$ cat src/rtl/txuart_arbiter_if.sv
// Requester and transmitter signals of the shared UART TX arbiter.
// The slave modport is the arbiter's view; the master modport is the requester/transmitter side.
interface txuart_arbiter_if #(
  parameter int NUM_REQ = 4
);
  logic [NUM_REQ-1:0]   i_req_valid;
  logic [8*NUM_REQ-1:0] i_req_data;
  logic [NUM_REQ-1:0]   i_req_last;
  logic [NUM_REQ-1:0]   o_req_ready;
  logic [NUM_REQ-1:0]   o_grant;
  logic                 o_tx_enable;
  logic [7:0]           o_tx_data;
  logic                 i_tx_idle;
  logic                 o_busy;
  logic                 o_err_timeout;

  modport master (
    output i_req_valid, i_req_data, i_req_last, i_tx_idle,
    input  o_req_ready, o_grant, o_tx_enable, o_tx_data, o_busy, o_err_timeout
  );

  modport slave (
    input  i_req_valid, i_req_data, i_req_last, i_tx_idle,
    output o_req_ready, o_grant, o_tx_enable, o_tx_data, o_busy, o_err_timeout
  );
endinterface

$ cat src/rtl/txuart_arbiter.sv
// Round-robin arbiter sharing one byte-serial UART transmitter between NUM_REQ requesters,
// with per-message locking and an acknowledge timeout on the transmitter's idle flag.
module txuart_arbiter #(
  parameter int NUM_REQ     = 4,
  parameter int ACK_TIMEOUT = 15
) (
  input logic               i_clk,
  input logic               i_rst_n,
  txuart_arbiter_if.slave   bus
);

  localparam int PW = (NUM_REQ > 1) ? $clog2(NUM_REQ) : 1;
  localparam logic [PW-1:0] PTR_RST  = PW'(NUM_REQ - 1);
  localparam logic [7:0]    ACK_LAST = 8'(ACK_TIMEOUT - 1);

  typedef enum logic [1:0] {ARB, SEND, WAIT_ACK, WAIT_DONE} state_e;

  state_e               state_q, state_d;
  logic                 lock_q, lock_d;
  logic [PW-1:0]        rr_ptr_q, rr_ptr_d;
  logic [7:0]           ack_cnt_q, ack_cnt_d;
  logic [NUM_REQ-1:0]   grant_q, grant_d;
  logic [7:0]           tx_data_q, tx_data_d;

  logic [NUM_REQ-1:0]   cand;
  logic                 found;
  logic [PW-1:0]        pick;
  logic [NUM_REQ-1:0]   pick_oh;
  logic                 accept;
  logic                 ack_expired;

  // While locked only the owner may compete; the search starts just past the last winner.
  always_comb begin
    int            idx;
    logic [PW-1:0] idx_b;
    // NOTE: every combinational output gets a default first so no path leaves it unassigned (no latch).
    idx   = 0;
    idx_b = '0;
    cand  = lock_q ? (bus.i_req_valid & grant_q) : bus.i_req_valid;
    found = 1'b0;
    pick  = rr_ptr_q;
    for (int i = 1; i <= NUM_REQ; i++) begin
      idx = int'(rr_ptr_q) + i;
      if (idx >= NUM_REQ) idx = idx - NUM_REQ;
      idx_b = PW'(idx);
      if (!found && cand[idx_b]) begin
        found = 1'b1;
        pick  = idx_b;
      end
    end
    pick_oh = {{(NUM_REQ-1){1'b0}}, 1'b1} << pick;
  end

  // Reset gates the accept strobe so no byte is taken while the block is held in reset.
  assign accept      = i_rst_n && (state_q == ARB) && found && bus.i_tx_idle;
  assign ack_expired = bus.i_tx_idle && (ack_cnt_q == ACK_LAST);

  always_ff @(posedge i_clk or negedge i_rst_n) begin
    if (!i_rst_n) begin
      state_q   <= ARB;
      lock_q    <= 1'b0;
      rr_ptr_q  <= PTR_RST;
      ack_cnt_q <= '0;
      grant_q   <= '0;
      tx_data_q <= '0;
    end else begin
      // NOTE: state registers use non-blocking assignments so all flops update together at the edge.
      state_q   <= state_d;
      lock_q    <= lock_d;
      rr_ptr_q  <= rr_ptr_d;
      ack_cnt_q <= ack_cnt_d;
      grant_q   <= grant_d;
      tx_data_q <= tx_data_d;
    end
  end

  always_comb begin
    state_d   = state_q;
    lock_d    = lock_q;
    rr_ptr_d  = rr_ptr_q;
    ack_cnt_d = ack_cnt_q;
    grant_d   = grant_q;
    tx_data_d = tx_data_q;
    case (state_q)
      ARB: begin
        if (accept) begin
          tx_data_d = bus.i_req_data[{pick, 3'b000} +: 8];
          rr_ptr_d  = pick;
          grant_d   = pick_oh;
          lock_d    = !bus.i_req_last[pick];
          state_d   = SEND;
        end
      end
      SEND: begin
        ack_cnt_d = '0;
        state_d   = WAIT_ACK;
      end
      WAIT_ACK: begin
        if (!bus.i_tx_idle) begin
          state_d = WAIT_DONE;
        end else if (ack_expired) begin
          lock_d  = 1'b0;
          grant_d = '0;
          state_d = ARB;
        end else if (ack_cnt_q != 8'hFF) begin
          ack_cnt_d = ack_cnt_q + 8'd1;
        end
      end
      WAIT_DONE: begin
        if (bus.i_tx_idle) begin
          state_d = ARB;
          if (!lock_q) grant_d = '0;
        end
      end
      default: state_d = ARB;
    endcase
  end

  always_comb begin
    bus.o_req_ready   = '0;
    bus.o_tx_enable   = 1'b0;
    bus.o_err_timeout = 1'b0;
    bus.o_busy        = (state_q != ARB) || lock_q;
    case (state_q)
      ARB:      if (accept) bus.o_req_ready = pick_oh;
      SEND:     bus.o_tx_enable = 1'b1;
      WAIT_ACK: bus.o_err_timeout = ack_expired;
      default:  ;
    endcase
  end

  assign bus.o_grant   = grant_q;
  assign bus.o_tx_data = tx_data_q;

endmodule

$ cat src/flat_wrapper.sv
// flat-port wrapper written by rule: the top's interface ports become plain ports
module txuart_arbiter_flat 
#(
  parameter int NUM_REQ     = 4,
  parameter int ACK_TIMEOUT = 15
)
  (i_clk, i_rst_n, bus_i_req_valid, bus_i_req_data, bus_i_req_last, bus_i_tx_idle, bus_o_req_ready, bus_o_grant, bus_o_tx_enable, bus_o_tx_data, bus_o_busy, bus_o_err_timeout);
  txuart_arbiter_if #(.NUM_REQ(NUM_REQ)) bus_i ();
  input logic i_clk;
  input logic i_rst_n;
  input wire logic [$bits(bus_i.i_req_valid)-1:0] bus_i_req_valid;
  input wire logic [$bits(bus_i.i_req_data)-1:0] bus_i_req_data;
  input wire logic [$bits(bus_i.i_req_last)-1:0] bus_i_req_last;
  input wire logic [$bits(bus_i.i_tx_idle)-1:0] bus_i_tx_idle;
  output wire logic [$bits(bus_i.o_req_ready)-1:0] bus_o_req_ready;
  output wire logic [$bits(bus_i.o_grant)-1:0] bus_o_grant;
  output wire logic [$bits(bus_i.o_tx_enable)-1:0] bus_o_tx_enable;
  output wire logic [$bits(bus_i.o_tx_data)-1:0] bus_o_tx_data;
  output wire logic [$bits(bus_i.o_busy)-1:0] bus_o_busy;
  output wire logic [$bits(bus_i.o_err_timeout)-1:0] bus_o_err_timeout;
  assign bus_i.i_req_valid = bus_i_req_valid;
  assign bus_i.i_req_data = bus_i_req_data;
  assign bus_i.i_req_last = bus_i_req_last;
  assign bus_i.i_tx_idle = bus_i_tx_idle;
  assign bus_o_req_ready = bus_i.o_req_ready;
  assign bus_o_grant = bus_i.o_grant;
  assign bus_o_tx_enable = bus_i.o_tx_enable;
  assign bus_o_tx_data = bus_i.o_tx_data;
  assign bus_o_busy = bus_i.o_busy;
  assign bus_o_err_timeout = bus_i.o_err_timeout;
  txuart_arbiter #(.NUM_REQ(NUM_REQ), .ACK_TIMEOUT(ACK_TIMEOUT)) u_core (.i_clk(i_clk), .i_rst_n(i_rst_n), .bus(bus_i));
endmodule
$ cat config.mk
export PLATFORM = sky130hd
export DESIGN_NAME = txuart_arbiter_flat
export DESIGN_NICKNAME = d
export VERILOG_FILES = /design/src/rtl/txuart_arbiter_if.sv /design/src/rtl/txuart_arbiter.sv /design/src/flat_wrapper.sv
export SDC_FILE = /design/constraint.sdc
export NUM_CORES = 1
export LEC_CHECK = 0
export ABC_CLOCK_PERIOD_IN_PS = 2700
export CAP_MARGIN = 20
export CORE_UTILIZATION = 30
export CTS_BUF_LIST = sky130_fd_sc_hd__clkbuf_2 sky130_fd_sc_hd__clkbuf_4 sky130_fd_sc_hd__clkbuf_8
export CTS_CLUSTER_DIAMETER = 200
export DETAILED_ROUTE_END_ITERATION = 7
export RECOVER_POWER = 25
export SETUP_SLACK_MARGIN = 0.05
export SYNTH_ARGS = -nofsm -noshare
export SYNTH_HDL_FRONTEND = slang
export SYNTH_SLANG_ARGS = --single-unit
$ cat constraint.sdc
create_clock -name i_clk -period 2.7 [get_ports i_clk]
set_input_delay 0.405 -clock i_clk [delete_from_list [all_inputs] [get_ports i_clk]]
set_output_delay 0.405 -clock i_clk [all_outputs]
set_load 0.005 [all_outputs]
==> flow_metrics.py <==
metrics = {
    "sta": {
        "setup_violations": 0,
        "skew_ns": 0.00396,
        "rsz0062_at_grt": "true",
        "max_slew_margin_pct": 46.6,
        "drv_slew": 0,
        "worst_slew_pin_slew_ns": 0.802,
        "hold_ws_ns": 0.513,
        "hold_viol": 0,
        "setup_tns_ns": 0,
        "fmax_mhz": 386,
        "setup_ws_ns": 0.108,
        "final.min_clock_period_ns": 2.59,
        "finalCritPeriodShare_pct": 96.0,
    },
    "synth": {
        "synth.most_common_cell": "mux2i_1",
        "synth_enable_flop_cells": 0,
        "yosysUniqueCellTypes": 50,
        "avgSynthCellArea_sq_um": 10.2,
        "ys.flop_type": "dfrtp_1",
        "ys_async_sr_fraction_pct": 100,
        "yosys_warnings": 0,
        "synth_commonest_cells": "mux2i_1 (31), dfrtp_1 (23), nand2_1 (11)",
        "synth_top_area_share_pct": 32.5,
        "yosysSeqAreaShare_pct": 35.5,
        "ys_ff_latch": 25,
        "ys_top_cells_by_area": "dfrtp_1 (32%), mux2i_1 (18%), mux2_2 (5.1%)",
        "synthCells": 173,
        "synth_area_sq_um": 1770,
        "syn-num-nets": 218,
        "yosysTopAreaCell": "dfrtp_1",
    },
    "global_route": {
        "grt_overflow_total": 0,
        "antenna_found_initial": 0,
        "grt_pass1_vias": 1658,
        "grt_pass1_wl_mm": 7.51,
        "track_usage_pct": 15.2,
        "grt_start_max_net_pins": 19,
    },
    "pwr": {
        "p_leak_nw": 1.25,
        "powerDensity_nw_per_um2": 977,
        "ir_drop_mv": 0.663,
        "p_total_mw": 2.72,
    },
    "place": {
        "post-place-ws_ns": -0.253,
        "io_buffer_count": 61,
        "dpl.hpwl_mm": 3.31,
        "dp_cells": 318,
        "place_area_sq_um": 2550,
        "gp_congestion": 0.791,
    },
    "worst_setup_path": {
        "critPathLaunchType": "flip-flop",
        "endpoint_kind": "output pin",
        "path_max_fanout": 4,
        "timing.rr.start": "u_core.rr_ptr_q[0]",
        "rr_worst_depth": 9,
        "worstPathRequired_ns": 2.30,
        "r2r_setup_slack_ns": 0.21,
        "worstSetupPathType": "reg2out",
        "reg2reg_to": "u_core.bus.o_tx_data[4]",
        "arrival_ns": 2.19,
    },
    "die": {
        "fp-row-count": 27,
        "start_util_pct": 31.6,
        "die_y_microns": 78.9,
        "die_width_microns": 78.9,
        "die-area_sq_um": 6220,
        "core_sq_um": 5610,
        "ioPinCount": 62,
    },
    "cts": {
        "cts_buffer_depth": 2,
        "root_buffer": "clkbuf_8",
        "cts_buffers": 3,
        "cts.sinks": 25,
        "clk_latency_ns": 0.27,
        "clk_pin_slew_worst_paths_ns": 0.09,
        "cts_tree": "built",
        "cts-htree-levels": 1,
    },
    "outcome": {
        "status": "finished, final reports clean",
    },
    "hold_path": {
        "hold_path.class": "reg2reg",
        "whs_endpoint": "u_core.bus.o_tx_data[6]",
        "hold_depth": 1,
        "worst_hold_startpoint": "u_core.bus.o_tx_data[6]",
    },
    "final_layout": {
        "n_antenna_cell": 0,
        "regArea_sq_um": 629,
        "multi_input_area_sq_um": 1130,
        "fin_cells": 334,
        "area_delta_synth_final_pct": 56.9,
        "final_area_sq_um": 2780,
        "drive_gt1_share_pct": 28.6,
        "fin_util_pct": 49.6,
        "nets": 308,
        "fill_cells": 552,
    },
    "flow_run": {
        "cap_viol_max_count": 0,
    },
    "detailed_routing": {
        "final_antenna_net_count": 0,
        "via_per_inst": 4.96,
        "drt_pre_antenna_iters": 4,
        "routed_wirelength_mm": 4.41,
        "routedWlPerCell_microns": 13.2,
        "vias": 1655,
        "drt-initial-drc-count": 53,
        "remaining_drc_errors": 0,
    },
}
-- sequential cells by signal (all words and copies together), names as in the netlist --
register              count
u_core.bus.o_tx_data      8
u_core.ack_cnt_q          8
u_core.lock_q             1
u_core.bus.o_grant        4
u_core.rr_ptr_q           2
u_core.state_q            2
-- worst max-delay path, cell delays in order, from the launching register on --
cell and delay [ns]:
dfstp_2 0.60, mux2i_2 0.28, buf_4 0.16, a221oi_4 0.06
o41ai_4 0.20, buf_4 0.19, buf_4 0.12, nand2_1 0.06
nor2_2 0.11, buf_2 0.13
-- what timing repair did --
| item | in CTS | in global routing |
|---|---|---|
| buffers inserted | 7 | 6 |
| gates resized for setup | 25 | 20 |
| setup endpoints to repair | 5 | 4 |
| pin swaps | 7 | 6 |
| hold buffers | 0 | 0 |
-- worst max-delay path by stage --
stage,to,cells past startpoint,slack [ns],start
2_1_floorplan,u_core.bus.o_tx_data[1],8,0.43,u_core.rr_ptr_q[0]
3_3_place_gp,bus_o_req_ready[3],9,-0.23,bus_i_req_valid[1]
3_5_place_dp,bus_o_req_ready[1],7,-0.25,bus_i_req_valid[1]
4_1_cts,bus_o_err_timeout,6,0.04,u_core.ack_cnt_q[0]
5_1_grt,bus_o_req_ready[3],9,0.003,u_core.rr_ptr_q[0]
6_report,bus_o_req_ready[3],9,0.11,u_core.rr_ptr_q[0]
-- cells by family after synthesis --
logic type	share of synthesized area, %
XOR/XNOR	1.98
flip-flops	35.5
buffers and inverters	5.79
AO/OA/AOI/OAI	17.0
adder cells (fa/ha/maj)	1.41
multiplexers	23.2
AND/OR/NAND/NOR	15.1
-- cells in the final DEF, fill, tap and decap left out, types with 4 or more instances in the layout --
master	Yosys	final
clkdlybuf4s50_1	0	52
mux2i_1	31	29
buf_4	0	27
dfrtp_1	23	22
nand2_1	11	11
o21ai_0	8	8
nor2_1	10	8
mux2_2	8	8
inv_1	7	6
a21oi_1	5	4
xor2_1	4	4
nand3_1	4	4
a21o_1	4	4
buf_6	4	4
-- power breakdown --
group	leakage (nW)	switching (mW)	total [mW]	internal, mW
registers	0.316	0.138	0.664	0.526
logic	0.912	0.793	1.83	1.03
clock network	0.0217	0.122	0.227	0.105
total	1.25	1.05	2.72	1.66
-- per-layer routing --
layer | global-route usage [%] | part of all wire (%) | routed length (microns)
met1 | 18.9 | 43 | 1910
met2 | 26.5 | 50 | 2180
met3 | 2.53 | 5.9 | 259
met4 | 5.09 | 1.3 | 59
met5 | 0 | 0 | 0
-- final cells by class --
class                   count  area share, %
multi-input cells         132           40.8
repair buffers             94           30.6
flip-flops and latches     25           22.6
well taps                  72           3.24
clock buffers               3           1.49
inverters                   7          0.945
clock inverters             1          0.270
Power figures use the tool's default switching activity.
